### config.mk
export PLATFORM = sky130hd
export DESIGN_NAME = bp_fe_bp_update_fifo
export DESIGN_NICKNAME = d
export VERILOG_FILES = /design/src/rtl/bp_fe_bp_update_fifo.sv
export SDC_FILE = /design/constraint.sdc
export NUM_CORES = 1
export LEC_CHECK = 0
export ABC_AREA = 1
export CAP_MARGIN = 20
export CORE_MARGIN = 4
export CORE_UTILIZATION = 57
export DETAILED_ROUTE_END_ITERATION = 8
export DONT_BUFFER_PORTS = 1
export HOLD_SLACK_MARGIN = 0.1
export PLACE_DENSITY = 0.75
export SYNTH_ARGS = -nofsm -noshare
export SYNTH_HDL_FRONTEND = slang
export SYNTH_SLANG_ARGS = --single-unit
### constraint.sdc
create_clock -name clk_i -period 2.1 [get_ports clk_i]
set_clock_uncertainty 0.15 [all_clocks]
set_input_delay 0.21 -clock clk_i [delete_from_list [all_inputs] [get_ports clk_i]]
set_output_delay 0.21 -clock clk_i [all_outputs]
set_load 0.02 [all_outputs]
### src/rtl/bp_fe_bp_update_fifo.sv
// In-order FIFO of {bht index, prediction} captured at fetch; on resolve it issues
// the table write (valid, index, correct) one cycle later and tracks mispredicts.
module bp_fe_bp_update_fifo #(
    parameter int bht_idx_width_p     = 1,  // must be overridden
    parameter int fifo_els_p          = 8,
    parameter int mispred_cnt_width_p = 16
) (
    input  logic                            clk_i,
    input  logic                            reset_i,

    input  logic                            enq_v_i,
    input  logic [bht_idx_width_p-1:0]      enq_idx_i,
    input  logic                            enq_pred_i,
    output logic                            enq_ready_o,

    input  logic                            resolve_v_i,
    input  logic                            resolve_taken_i,
    output logic                            resolve_ready_o,

    input  logic                            flush_i,

    output logic                            w_v_o,
    output logic [bht_idx_width_p-1:0]      idx_w_o,
    output logic                            correct_o,

    output logic [$clog2(fifo_els_p):0]     count_o,
    output logic                            underflow_o,
    output logic [mispred_cnt_width_p-1:0]  mispred_cnt_o
);

    localparam int ptr_width_lp   = $clog2(fifo_els_p);
    localparam int cnt_width_lp   = ptr_width_lp + 1;
    localparam int entry_width_lp = bht_idx_width_p + 1;

    // Entry layout: {idx, pred}
    logic [entry_width_lp-1:0]       mem_q [fifo_els_p];

    logic [ptr_width_lp-1:0]         rptr_q, rptr_d;
    logic [ptr_width_lp-1:0]         wptr_q, wptr_d;
    logic [cnt_width_lp-1:0]         count_q, count_d;

    logic                            w_v_q, w_v_d;
    logic [bht_idx_width_p-1:0]      idx_w_q, idx_w_d;
    logic                            correct_q, correct_d;
    logic                            underflow_q, underflow_d;
    logic [mispred_cnt_width_p-1:0]  mispred_cnt_q, mispred_cnt_d;

    logic                            full, empty;
    logic                            enq_fire, res_fire;
    logic [entry_width_lp-1:0]       head_entry;
    logic [bht_idx_width_p-1:0]      head_idx;
    logic                            head_pred;
    logic                            resolve_correct;

    assign full  = (count_q == cnt_width_lp'(fifo_els_p));
    assign empty = (count_q == '0);

    assign enq_ready_o     = ~full;
    assign resolve_ready_o = ~empty;

    // Flush kills both handshakes; readies themselves stay purely state-derived.
    assign enq_fire = enq_v_i & ~full & ~flush_i;
    assign res_fire = resolve_v_i & ~empty & ~flush_i;

    assign head_entry      = mem_q[rptr_q];
    assign head_idx        = head_entry[entry_width_lp-1:1];
    assign head_pred       = head_entry[0];
    assign resolve_correct = (head_pred == resolve_taken_i);

    always_comb begin
        rptr_d        = rptr_q;
        wptr_d        = wptr_q;
        count_d       = count_q;
        w_v_d         = res_fire;
        idx_w_d       = idx_w_q;
        correct_d     = correct_q;
        underflow_d   = resolve_v_i & empty & ~flush_i;
        mispred_cnt_d = mispred_cnt_q;

        if (flush_i) begin
            rptr_d  = '0;
            wptr_d  = '0;
            count_d = '0;
        end else begin
            if (enq_fire) begin
                wptr_d = wptr_q + ptr_width_lp'(1);
            end
            if (res_fire) begin
                rptr_d = rptr_q + ptr_width_lp'(1);
            end
            if (enq_fire && !res_fire) begin
                count_d = count_q + cnt_width_lp'(1);
            end else if (!enq_fire && res_fire) begin
                count_d = count_q - cnt_width_lp'(1);
            end
        end

        if (res_fire) begin
            idx_w_d   = head_idx;
            correct_d = resolve_correct;
            if (!resolve_correct && (mispred_cnt_q != '1)) begin
                mispred_cnt_d = mispred_cnt_q + mispred_cnt_width_p'(1);
            end
        end
    end

    always_ff @(posedge clk_i or posedge reset_i) begin
        if (reset_i) begin
            rptr_q        <= '0;
            wptr_q        <= '0;
            count_q       <= '0;
            w_v_q         <= 1'b0;
            idx_w_q       <= '0;
            correct_q     <= 1'b0;
            underflow_q   <= 1'b0;
            mispred_cnt_q <= '0;
        end else begin
            rptr_q        <= rptr_d;
            wptr_q        <= wptr_d;
            count_q       <= count_d;
            w_v_q         <= w_v_d;
            idx_w_q       <= idx_w_d;
            correct_q     <= correct_d;
            underflow_q   <= underflow_d;
            mispred_cnt_q <= mispred_cnt_d;
        end
    end

    // Storage needs no reset: occupancy alone decides which entries are live.
    always_ff @(posedge clk_i) begin
        if (enq_fire) begin
            mem_q[wptr_q] <= {enq_idx_i, enq_pred_i};
        end
    end

    assign w_v_o         = w_v_q;
    assign idx_w_o       = idx_w_q;
    assign correct_o     = correct_q;
    assign count_o       = count_q;
    assign underflow_o   = underflow_q;
    assign mispred_cnt_o = mispred_cnt_q;

endmodule

# After elaboration in Yosys (flattened, before gate mapping)
# Memory sizes are Yosys's and may differ from the RTL's.
# Index checks and enable logic that the tools add are counted.
# W data, S select, Z words.
[classes] n_mux=9 bitwise=9 eq_ne=3 add_sub_neg=5 n_reduce_logical=11
[op_table] op="$add A16 B1 Y16 const B" n=1
[op_table] op="$ne A16 B16 Y1 const B" n=1
[op_table] op="$mux W3" n=4
[op_table] op="$mux W4" n=3
[op_table] op="$add A3 B1 Y3 const B" n=2
[op_table] op="$and A1 B1 Y1" n=6
[op_table] op="$add A4 B1 Y4 const B" n=1
[op_table] op="$eq A4 B4 Y1 const B" n=1
[op_table] op="$logic_not A4 Y1" n=1
[op_table] op="$reduce_bool A2 Y1" n=2
[op_table] op="$sub A4 B1 Y4 const B" n=1
[op_table] op="$logic_and A1 B1 Y1" n=3
[op_table] op="$logic_not A1 Y1" n=3
[op_table] op="$not A1 Y1" n=3
[op_table] op="$reduce_bool A3 Y1" n=1
[op_table] op="$mux W1" n=2
[op_table] op="$reduce_and A2 Y1" n=1
[op_table] op="$eq A1 B1 Y1" n=1
[totals] output_inout_bits=26 mem_bits_rw=16 inputBits=8 ff_bits=30 mem_count=1 wordCells=46
[mem_list] memory="mem_q" depth=8 word_bits=2 read_ports=1 rd_clocked_by_memory_dff=0 write_ports=1 line="36" text="logic [entry_width_lp-1:0] mem_q [fifo_els_p];"

# Depth between registers and ports, before layout
[logic_depth] ltp_word=9 depth_mapped=12 mapped_depth_nobuf=11

# Worst setup path before layout
# No wires, ideal clock.
[synth_path] path_kind="register to register" start="register count_q[0], in the netlist count_o[0]" end="register count_q[3], in the netlist count_o[3]" slack_ns=-0.141 arrival_ns=1.969 required_ns=1.829 n_path_buf=0 setup_ns=0.121 stages_incl_launch_ff=12 path_cell_list="dfrtp_1 > nor2_2 > nand3_2 > nand2_2 > nor2_4 > nand2_2 > ha_1 > a21oi_1 > nand2_1 > xor2_1 > xnor2_1 > o21ai_1"
[synth_via] word_cells_on_any_way=18 classes_between="2 x add/sub; 1 x eq/ne; 3 x mux; 6 x bitwise; 6 x reduce/logical"
[synth_rtl] element="start: declaration" line="40" text="logic [cnt_width_lp-1:0] count_q, count_d;"
[synth_rtl] element="start signal: assignment" line="120" text="count_q <= count_d;"
[synth_rtl] element="$eq A4 B4 Y1 (*)" line="55" text="assign full = (count_q == cnt_width_lp'(fifo_els_p));"
[synth_rtl] element="$not A1 Y1 (*)"
[synth_rtl] element="net enq_ready_o" line="14" text="output logic enq_ready_o,"
[synth_rtl] element="$and A1 B1 Y1 (*) (2 in a row)" line="62" text="assign enq_fire = enq_v_i & ~full & ~flush_i;"
[synth_rtl] element="$logic_and A1 B1 Y1 / $logic_not A1 Y1 (equally long branches)" line="91, 93"
[synth_rtl] element="$mux W4 / $logic_and A1 B1 Y1 (equally long branches)" line="91, 93"
[synth_rtl] element="$mux W4 / $reduce_bool A3 Y1 (equally long branches)"
# The timed path passes the listed nets; every way through them passes the cells marked *. The select of a mux whose other input is x is not followed.
# A chain may end at the register's enable or synchronous reset.

# Final worst setup path
[layout_path] start="register count_q[0], in the netlist count_o[0]" end="register count_q[3], in the netlist count_o[3]"
[layout_via] elab_chain_len=8 word_cells_on_any_way=18 classes_between="2 x add/sub; 1 x eq/ne; 3 x mux; 6 x bitwise; 6 x reduce/logical"
[layout_lines] element="parallel branches: the longest is 8 deep, another holds $sub A4 B1 Y4"
# Parallel ways; which one is timed is not known. The select of a mux whose other input is x is not followed.

==> impl_metrics.json <==
{
  "overflow": 0,
  "swShare_pct": 38.95,
  "netlist_instances": 295,
  "die_h_um": 74.41,
  "grt_pass1_vias": 1974,
  "critPathMaxFanout": 5,
  "hold_violations": 0,
  "rows": 23,
  "slew_headroom_pct": 61.45,
  "clock_latency_ns": 0.30,
  "p_int_mw": 1.674,
  "p_clk_share_pct": 19.5,
  "peakVddDrop_v": 0.0007855,
  "total_power_mw": 2.742,
  "drcViolationCount": 0,
  "critical_path_required_ns": 2.14,
  "num-fill-cells": 322,
  "grt_start_max_net_pins": 18,
  "hpwl_mm": 3.866,
  "setup_tns_ns": 0,
  "slew_violations": 0,
  "synth-seq-cells": 46,
  "finalCritPeriodShare_pct": 94.32,
  "gp_congestion": 0.8417,
  "dieWidth_um": 74.41,
  "syn_area_mm2": 0.002514,
  "min_period_ns": 1.981,
  "dieArea_mm2": 0.005536,
  "drv_cap": 0,
  "post_synth_num_cell_types": 29,
  "setup_viol": 0,
  "area_growth_syn_to_layout_pct": 15.88,
  "yosys-top-cells-area": "dfrtp_1 (30%), edfxtp_1 (19%), nand2_1 (11%), inv_1 (5.7%), nand3_1 (4.8%)",
  "routed_wl_mm": 5.393,
  "drtPass1Iterations": 4,
  "synth-seq-area-share_pct": 48.98,
  "antenna_left": 0,
  "critical_path_class": "flop to flop",
  "seqPwrFrac_pct": 43.5,
  "arrival_ns": 2.02,
  "clock-root-buffer": "clkbuf_8",
  "io_pins": 34,
  "cts_buffer_depth": 2,
  "num_antenna_cells": 0,
  "rsz0062_at_grt": "no",
  "cts_sinks": 46,
  "p_leak_nw": 1.363,
  "worstSetupStartpointType": "flop",
  "hp-class": "input pin to flop",
  "place_inst": 364,
  "switching_power_mw": 1.068,
  "cellPowerDensity_mw_per_mm2": 941.2,
  "vias": 2065,
  "final_nets": 342,
  "track_usage_pct": 21.56,
  "drt_iter0_drc": 165,
  "synth_top_area_cell": "dfrtp_1",
  "viasPerCell": 5.449,
  "numCtsBuffers": 5,
  "fin_cells": 379,
  "antenna_found_initial": 0,
  "synth_top_area_share_pct": 29.87,
  "status": "completed",
  "grt_first_pass_wirelength_mm": 9.142,
  "htree_levels": 2,
  "whs_ns": 0.1314,
  "finalCoreUtilization_pct": 70.29,
  "drive_above_1_share_pct": 18.84,
  "io_buffers": 0,
  "initial_core_util_pct": 60.66,
  "syn_nets": 309,
  "syn_avg_cell_area_um2": 8.521,
  "core_area_mm2": 0.004144,
  "wl_per_cell_um": 14.23,
  "cts.clk_slew.worst_paths_ns": 0.09,
  "fmax_mhz": 504.9,
  "power_frac_comb_pct": 37.0,
  "worstMarginPinSlew_ns": 0.5776,
  "cts_tree": "done",
  "yosysWarnings": 0,
  "cp-end-kind": "flop"
}
what timing repair did:
action / in CTS / in global routing
hold buffers: 7 / 0
setup endpoints to repair: 0 / 5
gates resized for setup: 0 / 5
endpoints found under the hold margin: 40 / 0
setup buffers: 0 / 0
cells by family (layout without fill, tap and decap cells):
group / after synthesis / in the layout / share of synthesized area [%]
buffers and inverters: 52 / 86 / 9.756
AOI/OAI and AO/OA: 22 / 22 / 4.579
and+or+nand+nor: 162 / 162 / 30.96
DFF: 46 / 46 / 48.98
xor gates and xnor gates: 7 / 7 / 2.439
adders and majority gates: 6 / 6 / 3.285
critical path, cell delays in order, from the launching register on:
cell and delay (ns):
dfrtp_2 0.43, nor2_4 0.18, nand3_4 0.09, nand2_2 0.10, nor2_4 0.05, nand2_4 0.10
ha_4 0.21, a21oi_1 0.13, nand2_1 0.07, xor2_1 0.16, xnor2_1 0.13, o21ai_1 0.07
metrics by stage:
stage	worst slack, ns	area (um2)
4_1_cts	0.01430	2892
3_3_place_gp	0.1016	2735
2_1_floorplan	0.003051	2534
5_1_grt	0.01866	2913
6_report	0.1193	2913
3_5_place_dp	0.02579	2735
flip-flops by register name, summed over array words and instances (netlist names):
| name | cells |
|---|---|
| correct_o | 1 |
| count_o | 4 |
| idx_w_o | 1 |
| mem_q | 16 |
| mispred_cnt_o | 16 |
| rptr_q | 3 |
| underflow_o | 1 |
| w_v_o | 1 |
| wptr_q | 3 |
power by group through the flow:
| stage | Sequential (mW) | Clock (mW) | Combinational (mW) |
|---|---|---|---|
| 3_3_place_gp | 1.20 | 0 | 0.946 |
| 3_5_place_dp | 1.21 | 0 | 0.971 |
| 6_report | 1.19 | 0.536 | 1.01 |
| 4_1_cts | 1.19 | 0.544 | 0.990 |
| 2_1_floorplan | 1.28 | 0 | 0.634 |
| 5_1_grt | 1.21 | 0.580 | 1.13 |
final timing paths:
path,start,endpoint,slack [ns],cells after the start
worst max-delay path,count_o[0]$_DFFE_PP0P_,count_o[3]$_DFFE_PP0P_,0.12,11
worst min-delay path,resolve_taken_i,mispred_cnt_o[4]$_DFFE_PP0P_,0.13,4
worst max register to register,count_o[0]$_DFFE_PP0P_,count_o[3]$_DFFE_PP0P_,0.12,11
worst min register to register,mispred_cnt_o[5]$_DFFE_PP0P_,mispred_cnt_o[5]$_DFFE_PP0P_,0.39,2
max in group asynchronous,reset_i,mispred_cnt_o[14]$_DFFE_PP0P_,0.98,3
min in group asynchronous,reset_i,mispred_cnt_o[5]$_DFFE_PP0P_,0.25,2
synthesized netlist by cell type:
cell type	n
buf_2	1
fa_1	1
nand2_1	75
xor2_1	4
nand3b_1	1
edfxtp_1	16
buf_4	1
inv_6	1
inv_1	38
o21ai_1	3
nand2_4	2
inv_2	5
inv_4	1
xnor2_1	3
ha_1	5
nand4_1	19
nor2_4	2
nand3_2	4
dfrtp_1	30
nand3_1	24
o22ai_1	4
nor2_1	23
nor3_1	5
buf_6	5
nand2_2	5
o21ai_0	12
a21oi_1	3
nor2_2	1
nor3_4	1
cells in the final DEF (no fill, tap or decap):
| cell | n |
|---|---|
| buf_12 | 1 |
| nor2_1 | 22 |
| nand4_1 | 19 |
| inv_2 | 4 |
| nor2_2 | 1 |
| nor3_1 | 5 |
| dfrtp_1 | 25 |
| nand2_1 | 75 |
| edfxtp_1 | 16 |
| inv_1 | 38 |
| clkinv_2 | 1 |
| nand3b_1 | 1 |
| clkbuf_8 | 5 |
| nand2_4 | 3 |
| nand3_4 | 1 |
| a21oi_1 | 3 |
| nor2_4 | 3 |
| o22ai_1 | 4 |
| nor3_4 | 1 |
| inv_4 | 2 |
| o21ai_1 | 3 |
| nand3_2 | 3 |
| nand3_1 | 24 |
| buf_4 | 25 |
| fa_1 | 1 |
| dfrtp_2 | 5 |
| dlygate4sd3_1 | 7 |
| o21ai_0 | 12 |
| nand2_2 | 4 |
| xnor2_1 | 3 |
| clkinv_4 | 1 |
| ha_1 | 4 |
| xor2_1 | 4 |
| ha_4 | 1 |
| clkbuf_1 | 1 |
| inv_6 | 1 |
per-layer routing:
layer	vias to the layer above	global-route usage (%)	wire, um
li1	1028	-	-
met1	961	29.13	2426
met2	68	33.27	2543
met3	8	5.811	346
met4	0	8.300	78
met5	-	0	0
final cells by class:
class / count / area [um2] / area share (%)
Tap cell: 50 / 62.56 / 2.148
Multi-Input combinational cell: 197 / 1070 / 36.73
Inverter: 45 / 178.9 / 6.143
Clock buffer: 6 / 72.57 / 2.491
Clock inverter: 2 / 13.76 / 0.4725
Timing Repair Buffer: 33 / 277.8 / 9.536
Sequential cell: 46 / 1237 / 42.48
No activity file was read; power rests on OpenSTA's default activity.
